<file path="src/rtl/cmd_pkg.sv">
// -----------------------------------------------------------------------------
// cmd_pkg
// Shared definitions for the command executor: command opcodes, response
// status codes, the executor state enum and response sizing helpers.
// No ports (package).
// -----------------------------------------------------------------------------
package cmd_pkg;

  // Command opcodes as delivered by command_decoder
  localparam logic [7:0] CMD_WRITE   = 8'h00;
  localparam logic [7:0] CMD_READ    = 8'h01;
  localparam logic [7:0] CMD_CLRSTAT = 8'h02;

  // Response status codes
  localparam logic [7:0] ST_OK       = 8'h00;
  localparam logic [7:0] ST_BAD_ADDR = 8'hE1;
  localparam logic [7:0] ST_BAD_CMD  = 8'hE2;

  // Executor state machine
  typedef enum logic [1:0] {
    S_IDLE    = 2'd0,
    S_EXEC    = 2'd1,
    S_TX_LOAD = 2'd2,
    S_TX_WAIT = 2'd3
  } state_t;

  // Index width for a bank of n registers (never zero, so a 1-entry bank
  // still has a legal select port)
  function automatic int regbank_aw(input int n);
    return (n > 1) ? $clog2(n) : 1;
  endfunction

  // True for the commands that address the register bank
  function automatic logic is_reg_cmd(input logic [7:0] cmd);
    return (cmd == CMD_WRITE) || (cmd == CMD_READ);
  endfunction

endpackage

</file>
<file path="src/rtl/cmd_regbank.sv">
// -----------------------------------------------------------------------------
// cmd_regbank
// NUM_REGS x 32-bit register array with asynchronous clear, one synchronous
// write port and one combinational read port.
//
// Ports:
//   clock    in   system clock (rising edge)
//   reset_n  in   asynchronous active-low clear of every register
//   wr_en    in   write enable
//   wr_idx   in   [AW-1:0] write index
//   wr_data  in   [31:0]   write data
//   rd_idx   in   [AW-1:0] read index
//   rd_data  out  [31:0]   combinational read data
// -----------------------------------------------------------------------------
module cmd_regbank
  import cmd_pkg::*;
#(
  parameter int NUM_REGS = 16
) (
  input  logic                             clock,
  input  logic                             reset_n,
  input  logic                             wr_en,
  input  logic [regbank_aw(NUM_REGS)-1:0]  wr_idx,
  input  logic [31:0]                      wr_data,
  input  logic [regbank_aw(NUM_REGS)-1:0]  rd_idx,
  output logic [31:0]                      rd_data
);

  localparam int AW = regbank_aw(NUM_REGS);

  logic [31:0] regs [NUM_REGS];

  // One register per generate instance; the async clear has to reach every
  // entry, so this is built from flops rather than an inferred RAM.
  for (genvar gi = 0; gi < NUM_REGS; gi++) begin : g_reg
    logic [31:0] q;

    always_ff @(posedge clock or negedge reset_n) begin
      if (!reset_n) begin
        q <= '0;
      end else if (wr_en && (wr_idx == AW'(gi))) begin
        q <= wr_data;
      end
    end

    assign regs[gi] = q;
  end

  assign rd_data = regs[rd_idx];

endmodule

</file>
<file path="src/rtl/cmd_executor.sv">
// -----------------------------------------------------------------------------
// cmd_executor
// Executes frames from command_decoder against a local 32-bit register bank
// and streams a byte-wise response toward uart_tx.
//
// Parameters:
//   NUM_REGS      number of 32-bit registers (power of two, <= 256)
// Build option:
//   CMD_EXEC_ECHO_EN  when defined, each response is prefixed with the
//                     latched command byte (2 or 6 bytes instead of 1 or 5)
//
// Ports:
//   clock        in   system clock (rising edge)
//   reset_n      in   asynchronous active-low reset
//   i_command    in   [7:0]  command byte
//   i_address    in   [7:0]  register address
//   i_data       in   [31:0] write data
//   i_done       in   frame-complete flag, rising edge starts a frame
//   o_tx_byte    out  [7:0]  response byte
//   o_tx_valid   out  one-cycle pulse starting transmission of o_tx_byte
//   i_tx_done    in   one-cycle pulse when uart_tx finished the byte
//   o_wr_strobe  out  one-cycle pulse per successful register write
//   o_wr_addr    out  [7:0]  address of that write
//   o_wr_data    out  [31:0] data of that write
//   o_busy       out  high whenever not idle
//   o_overrun    out  sticky: a frame arrived while busy and was dropped
// -----------------------------------------------------------------------------
module cmd_executor
  import cmd_pkg::*;
#(
  parameter int NUM_REGS = 16
) (
  input  logic        clock,
  input  logic        reset_n,
  input  logic [7:0]  i_command,
  input  logic [7:0]  i_address,
  input  logic [31:0] i_data,
  input  logic        i_done,
  output logic [7:0]  o_tx_byte,
  output logic        o_tx_valid,
  input  logic        i_tx_done,
  output logic        o_wr_strobe,
  output logic [7:0]  o_wr_addr,
  output logic [31:0] o_wr_data,
  output logic        o_busy,
  output logic        o_overrun
);

  localparam int         AW         = regbank_aw(NUM_REGS);
  // Nine bits so that NUM_REGS = 256 still compares correctly
  localparam logic [8:0] NUM_REGS_W = 9'(NUM_REGS);

  // ---------------------------------------------------------------------------
  // State and datapath registers
  // ---------------------------------------------------------------------------
  state_t      state;
  state_t      state_next;

  logic        done_q;      // previous i_done, for rising-edge detection
  logic        tx_done_q;   // i_tx_done seen during TX_WAIT, acted on next cycle
  logic [7:0]  cmd_q;
  logic [7:0]  addr_q;
  logic [31:0] data_q;
  logic [2:0]  count;       // response bytes still to be acknowledged
  logic [39:0] resp;        // bytes queued behind o_tx_byte, next one in [39:32]

  // ---------------------------------------------------------------------------
  // Decode of the latched frame (only consumed while in EXEC)
  // ---------------------------------------------------------------------------
  logic        frame_rise;
  logic        is_write;
  logic        is_read;
  logic        is_clr;
  logic        addr_ok;
  logic        write_ok;
  logic        read_ok;
  logic [7:0]  status;
  logic [31:0] rd_data;
  logic [31:0] read_word;
  logic [47:0] resp_full;
  logic [2:0]  resp_len;
  logic        reg_we;

  assign frame_rise = i_done && !done_q;

  assign is_write = (cmd_q == CMD_WRITE);
  assign is_read  = (cmd_q == CMD_READ);
  assign is_clr   = (cmd_q == CMD_CLRSTAT);
  assign addr_ok  = ({1'b0, addr_q} < NUM_REGS_W);
  assign write_ok = is_write && addr_ok;
  assign read_ok  = is_read && addr_ok;

  always_comb begin
    status = ST_OK;
    if (!(is_reg_cmd(cmd_q) || is_clr)) begin
      status = ST_BAD_CMD;
    end else if (is_reg_cmd(cmd_q) && !addr_ok) begin
      status = ST_BAD_ADDR;
    end
  end

  // Read data is sampled into the response shifter in EXEC, so a later
  // write can never alter bytes already queued for transmission.
  assign read_word = read_ok ? rd_data : 32'h0;

  // Response is packed MSB-first into 48 bits; unused tail bytes are zero.
`ifdef CMD_EXEC_ECHO_EN
  assign resp_full = {cmd_q, status, read_word};
  assign resp_len  = read_ok ? 3'd6 : 3'd2;
`else
  assign resp_full = {status, read_word, 8'h00};
  assign resp_len  = read_ok ? 3'd5 : 3'd1;
`endif

  // ---------------------------------------------------------------------------
  // Register bank
  // ---------------------------------------------------------------------------
  cmd_regbank #(
    .NUM_REGS (NUM_REGS)
  ) u_regbank (
    .clock   (clock),
    .reset_n (reset_n),
    .wr_en   (reg_we),
    .wr_idx  (addr_q[AW-1:0]),
    .wr_data (data_q),
    .rd_idx  (addr_q[AW-1:0]),
    .rd_data (rd_data)
  );

  // ---------------------------------------------------------------------------
  // FSM: state register
  // ---------------------------------------------------------------------------
  always_ff @(posedge clock or negedge reset_n) begin
    if (!reset_n) begin
      state <= S_IDLE;
    end else begin
      state <= state_next;
    end
  end

  // ---------------------------------------------------------------------------
  // FSM: next state and state-decoded outputs
  // ---------------------------------------------------------------------------
  always_comb begin
    state_next = state;
    o_tx_valid = 1'b0;
    o_busy     = (state != S_IDLE);
    reg_we     = 1'b0;
    case (state)
      S_IDLE: begin
        if (frame_rise) begin
          state_next = S_EXEC;
        end
      end
      S_EXEC: begin
        reg_we     = write_ok;
        state_next = S_TX_LOAD;
      end
      S_TX_LOAD: begin
        o_tx_valid = 1'b1;
        state_next = S_TX_WAIT;
      end
      S_TX_WAIT: begin
        if (tx_done_q) begin
          state_next = (count == 3'd1) ? S_IDLE : S_TX_LOAD;
        end
      end
      default: state_next = S_IDLE;
    endcase
  end

  // ---------------------------------------------------------------------------
  // Datapath
  // ---------------------------------------------------------------------------
  always_ff @(posedge clock or negedge reset_n) begin
    if (!reset_n) begin
      done_q      <= 1'b0;
      tx_done_q   <= 1'b0;
      cmd_q       <= '0;
      addr_q      <= '0;
      data_q      <= '0;
      count       <= '0;
      resp        <= '0;
      o_tx_byte   <= '0;
      o_wr_strobe <= 1'b0;
      o_wr_addr   <= '0;
      o_wr_data   <= '0;
      o_overrun   <= 1'b0;
    end else begin
      done_q      <= i_done;
      // Acknowledges arriving outside TX_WAIT are discarded here; the one
      // cycle of delay puts the next o_tx_valid two cycles after i_tx_done.
      tx_done_q   <= i_tx_done && (state == S_TX_WAIT);
      o_wr_strobe <= 1'b0;

      if ((state == S_IDLE) && frame_rise) begin
        cmd_q  <= i_command;
        addr_q <= i_address;
        data_q <= i_data;
      end

      // A drop and a CLRSTAT in the same cycle: the set has priority.
      if (frame_rise && (state != S_IDLE)) begin
        o_overrun <= 1'b1;
      end else if ((state == S_EXEC) && is_clr) begin
        o_overrun <= 1'b0;
      end

      if (state == S_EXEC) begin
        o_tx_byte <= resp_full[47:40];
        resp      <= resp_full[39:0];
        count     <= resp_len;
        if (write_ok) begin
          o_wr_strobe <= 1'b1;
          o_wr_addr   <= addr_q;
          o_wr_data   <= data_q;
        end
      end

      if ((state == S_TX_WAIT) && tx_done_q) begin
        count <= count - 3'd1;
        if (count != 3'd1) begin
          o_tx_byte <= resp[39:32];
          resp      <= {resp[31:0], 8'h00};
        end
      end
    end
  end

endmodule

</file>
<file path="config.mk">
export PLATFORM = sky130hd
export DESIGN_NAME = cmd_executor
export DESIGN_NICKNAME = d
export VERILOG_FILES = /design/src/rtl/cmd_pkg.sv /design/src/rtl/cmd_regbank.sv /design/src/rtl/cmd_executor.sv
export SDC_FILE = /design/constraint.sdc
export NUM_CORES = 1
export LEC_CHECK = 0
export ABC_AREA = 1
export CELL_PAD_IN_SITES_DETAIL_PLACEMENT = 0
export CELL_PAD_IN_SITES_GLOBAL_PLACEMENT = 1
export CORE_ASPECT_RATIO = 1.75
export CORE_UTILIZATION = 50
export DETAILED_ROUTE_END_ITERATION = 7
export GPL_TIMING_DRIVEN = 0
export PLACE_DENSITY = 0.83
export SLEW_MARGIN = 10
export SYNTH_ARGS = -nofsm -noshare
export SYNTH_HDL_FRONTEND = slang
export SYNTH_SLANG_ARGS = --single-unit
</file>
<file path="constraint.sdc">
create_clock -name clock -period 4.75 [get_ports clock]
set_input_delay 0.95 -clock clock [delete_from_list [all_inputs] [get_ports clock]]
set_output_delay 0.95 -clock clock [all_outputs]
set_load 0.005 [all_outputs]
</file>
==> flow_summary.toml <==
[power]
p_comb_share_pct = 28.4
p_switching_mw = 5.94
p_int_mw = 9.58
p_per_area_nw_per_um2 = 462
power.share.sequential_pct = 40.6
p_leak_nw = 17.2
p_sw_share_pct = 38.3
clkPwrFrac_pct = 31.0
finalPower_mw = 15.5
ir_drop_uv = 394

[clock_tree]
post-cts-setup-buffers = 0
cts_hold_buf = 0
cts_htree_levels = 2
clk_latency_ps = 660
cts_buffers = 60
cts_max_path_buffers = 3
clk_pin_slew_ps = 60
tritoncts = "yes"
cts_root_buffer = "clkbuf_16"
cts.sinks = 657
ctsResizeCount = 0

[critical_path]
crit_path_frequent_cell = "clkbuf_1"
critPathCaptureType = "register"
path_cells = "clkdlybuf4s50_1 -> inv_1 -> nor2_1 -> nand2_1 -> clkbuf_1 -> clkbuf_1 -> a21oi_1"
path_class = "primary input to register"
cp_max_fo = 10
crit_arrival_ps = 4020
crit_required_ps = 5230
cpPeakStageDelay_ps = 980
cpMaxStageDelayCell = "clkbuf_1"
start_kind = "primary input"

[logic_synthesis]
synth_top_cell_by_area = "dfrtp_1"
synth_cell_types = 27
ys_ff_latch = 657
syn_area_per_cell_sq_um = 7.87
syn_inst = 3748
syn-cell-area_sq_um = 29500
synth_top_cell_area_share_pct = 55.7
yosys_warnings = 0
ys_seq_area_share_pct = 55.7
synth_fp_nets = 3802
synth_area_leaders = "dfrtp_1 56%, nand2_1 24%, o21ai_1 6.6%"

[route]
viasPerCell = 5.42
firstDrtPassIters = 5
ant_nets = 0
dr_total_vias = 25673
detail_route.wl_per_cell_um = 21.0
drt_wl_total_um = 99400
drcViolationCount = 0
drtIter0Drc = 2134

[floorplan]
die_h_um = 323
initial_utilization_pct = 50.6
die_area_sq_um = 60000
io_pins = 104
die_w_um = 186
rows = 117
coreArea_sq_um = 58300

[sta]
worstMarginPinSlew_ps = 1240
rsz0062_at_grt = "no"
finalMaxSlewViolations = 0
finalClockSkew_ps = 29.8
setup_viol = 0
layout_min_cycle_time_ps = 3540
final_hold_viol_count = 0
slew-limit-headroom_pct = 17.3
holdWs_ps = 216
fin_crit_sh_pct = 74.6
tns_ps = 0
clock.fmax_mhz = 282

[grt]
grt_pass1_wl_um = 151000
grt_pass1_vias = 25901
gr-usage-all-layers_pct = 34.5
antenna_found_initial = 0
grt_max_degree = 115
grt-ovfl-total = 0

[cells_and_area]
final_layout_size_suffix_gt1_share_pct = 6.74
nFillCells = 5660
final_cells = 4734
fin_util_pct = 57.6
syn_to_final_growth_pct = 13.8
diodes = 0
nets = 3973

[placed_design]
gp_congestion = 0.932
io_buffers = 103
detailed_place_hpwl_um = 76400
dp.cells = 4630

[status]
run_status = "completed"

[flow_run]
cap_violations = 0

[worst_hold_path]
hold_class = "primary input to async pin"
[synth_stat cells]
cell type,count
a21oi_1,110
and3_1,1
buf_1,11
buf_2,116
buf_4,3
buf_6,9
clkbuf_1,120
clkinv_1,1
dfrtp_1,657
ha_1,2
inv_1,54
inv_2,5
mux2_2,10
nand2_1,1921
nand2_2,1
nand2_4,13
nand3_1,11
nand4_1,1
nand4_4,4
nor2_1,100
nor2_2,2
nor2_4,2
nor2_8,3
nor3_4,1
o21ai_0,197
o21ai_1,392
o22ai_1,1
[critical path, delay by kind of cell]
family / cells / cell delay (ps)
buf+inv: 4 / 2150
simple gates: 2 / 710
compound gates: 1 / 180
[routing by layer]
metal | wire length, um | GRT usage [%]
met5 | 0 | 0
met4 | 10800 | 32.0
met3 | 4310 | 3.83
met2 | 48500 | 58.0
met1 | 35700 | 37.8
[cell families after synthesis]
group,after synthesis,synth area share (%)
fa+ha+maj,2,0.0848
compound gates,700,11.9
simple gates,2060,27.1
buf+inv,319,4.82
mux,10,0.382
flops,657,55.7
[through the flow]
step           worst slack, ps  area, sq um
2_1_floorplan             2810        29500
3_5_place_dp               736        31700
3_3_place_gp            -25580        31500
6_report                  1210        33600
4_1_cts                   1400        33600
5_1_grt                   1250        33600
[flip-flops by register name, indices dropped and copies added, names as in the netlist]
name and flops:
cmd_q 8, u_regbank.g.q 512, o_wr_data 32, o_overrun 1
data_q 32, o_tx_byte 8, tx_done_q 1, resp 40
state 2, count 3, o_wr_addr 8, done_q 1
addr_q 8, o_wr_strobe 1
[placed cells by master, fill, tap and decap left out, types with 2 or more instances in the layout]
| master | synthesis | routed |
|---|---|---|
| dfrtp_1 | 657 | 657 |
| inv_2 | 5 | 5 |
| clkbuf_1 | 120 | 133 |
| nor2_1 | 100 | 100 |
| nor2_8 | 3 | 3 |
| clkbuf_8 | 0 | 18 |
| nand4_4 | 4 | 4 |
| clkdlybuf4s50_1 | 0 | 102 |
| o21ai_1 | 392 | 392 |
| mux2_2 | 10 | 10 |
| o21ai_0 | 197 | 197 |
| nand3_1 | 11 | 11 |
| a21oi_1 | 110 | 110 |
| inv_1 | 54 | 54 |
| clkbuf_16 | 0 | 60 |
| nor2_4 | 2 | 2 |
| nor2_2 | 2 | 2 |
| buf_2 | 116 | 116 |
| buf_4 | 3 | 3 |
| buf_16 | 0 | 6 |
| buf_1 | 11 | 11 |
| nand2_4 | 13 | 13 |
| nand2_1 | 1921 | 1921 |
| buf_6 | 9 | 9 |
| clkinv_2 | 0 | 8 |
| ha_1 | 2 | 2 |
[worst paths after layout]
check,start,slack [ps],cells after the start,end
worst min register to register,o_wr_data[11],490,2,o_wr_data[11]
max in group asynchronous,reset_n,1700,6,u_regbank.g_reg[7].q[27]
worst min-delay path,reset_n,220,1,o_wr_addr[7]
worst max-delay path,i_done,1210,7,data_q[27]
min in group clock,o_wr_data[11],490,2,o_wr_data[11]
worst max register to register,state[0],1540,5,data_q[27]
[power by group through the flow]
stage	logic, mW	registers (mW)	clock network, mW
after floorplan	2.36	6.33	0
after global placement	4.32	6.41	0
after detailed placement	4.41	6.39	0
final	4.41	6.30	4.81
after global routing	4.75	6.34	5.09
after CTS	4.43	6.29	4.89
[layout make-up]
class / instances / area (sq um) / share of cell area, %
tap: 773 / 967 / 2.88
multi-input combinational: 2772 / 11600 / 34.7
buffer: 259 / 1200 / 3.56
clock buffer: 91 / 1800 / 5.35
inverter: 60 / 225 / 0.671
sequential: 657 / 16400 / 49.0
timing repair buffer: 109 / 1200 / 3.58
clock inverter: 13 / 111 / 0.332
Note: power is estimated with default switching activity, not from simulation.
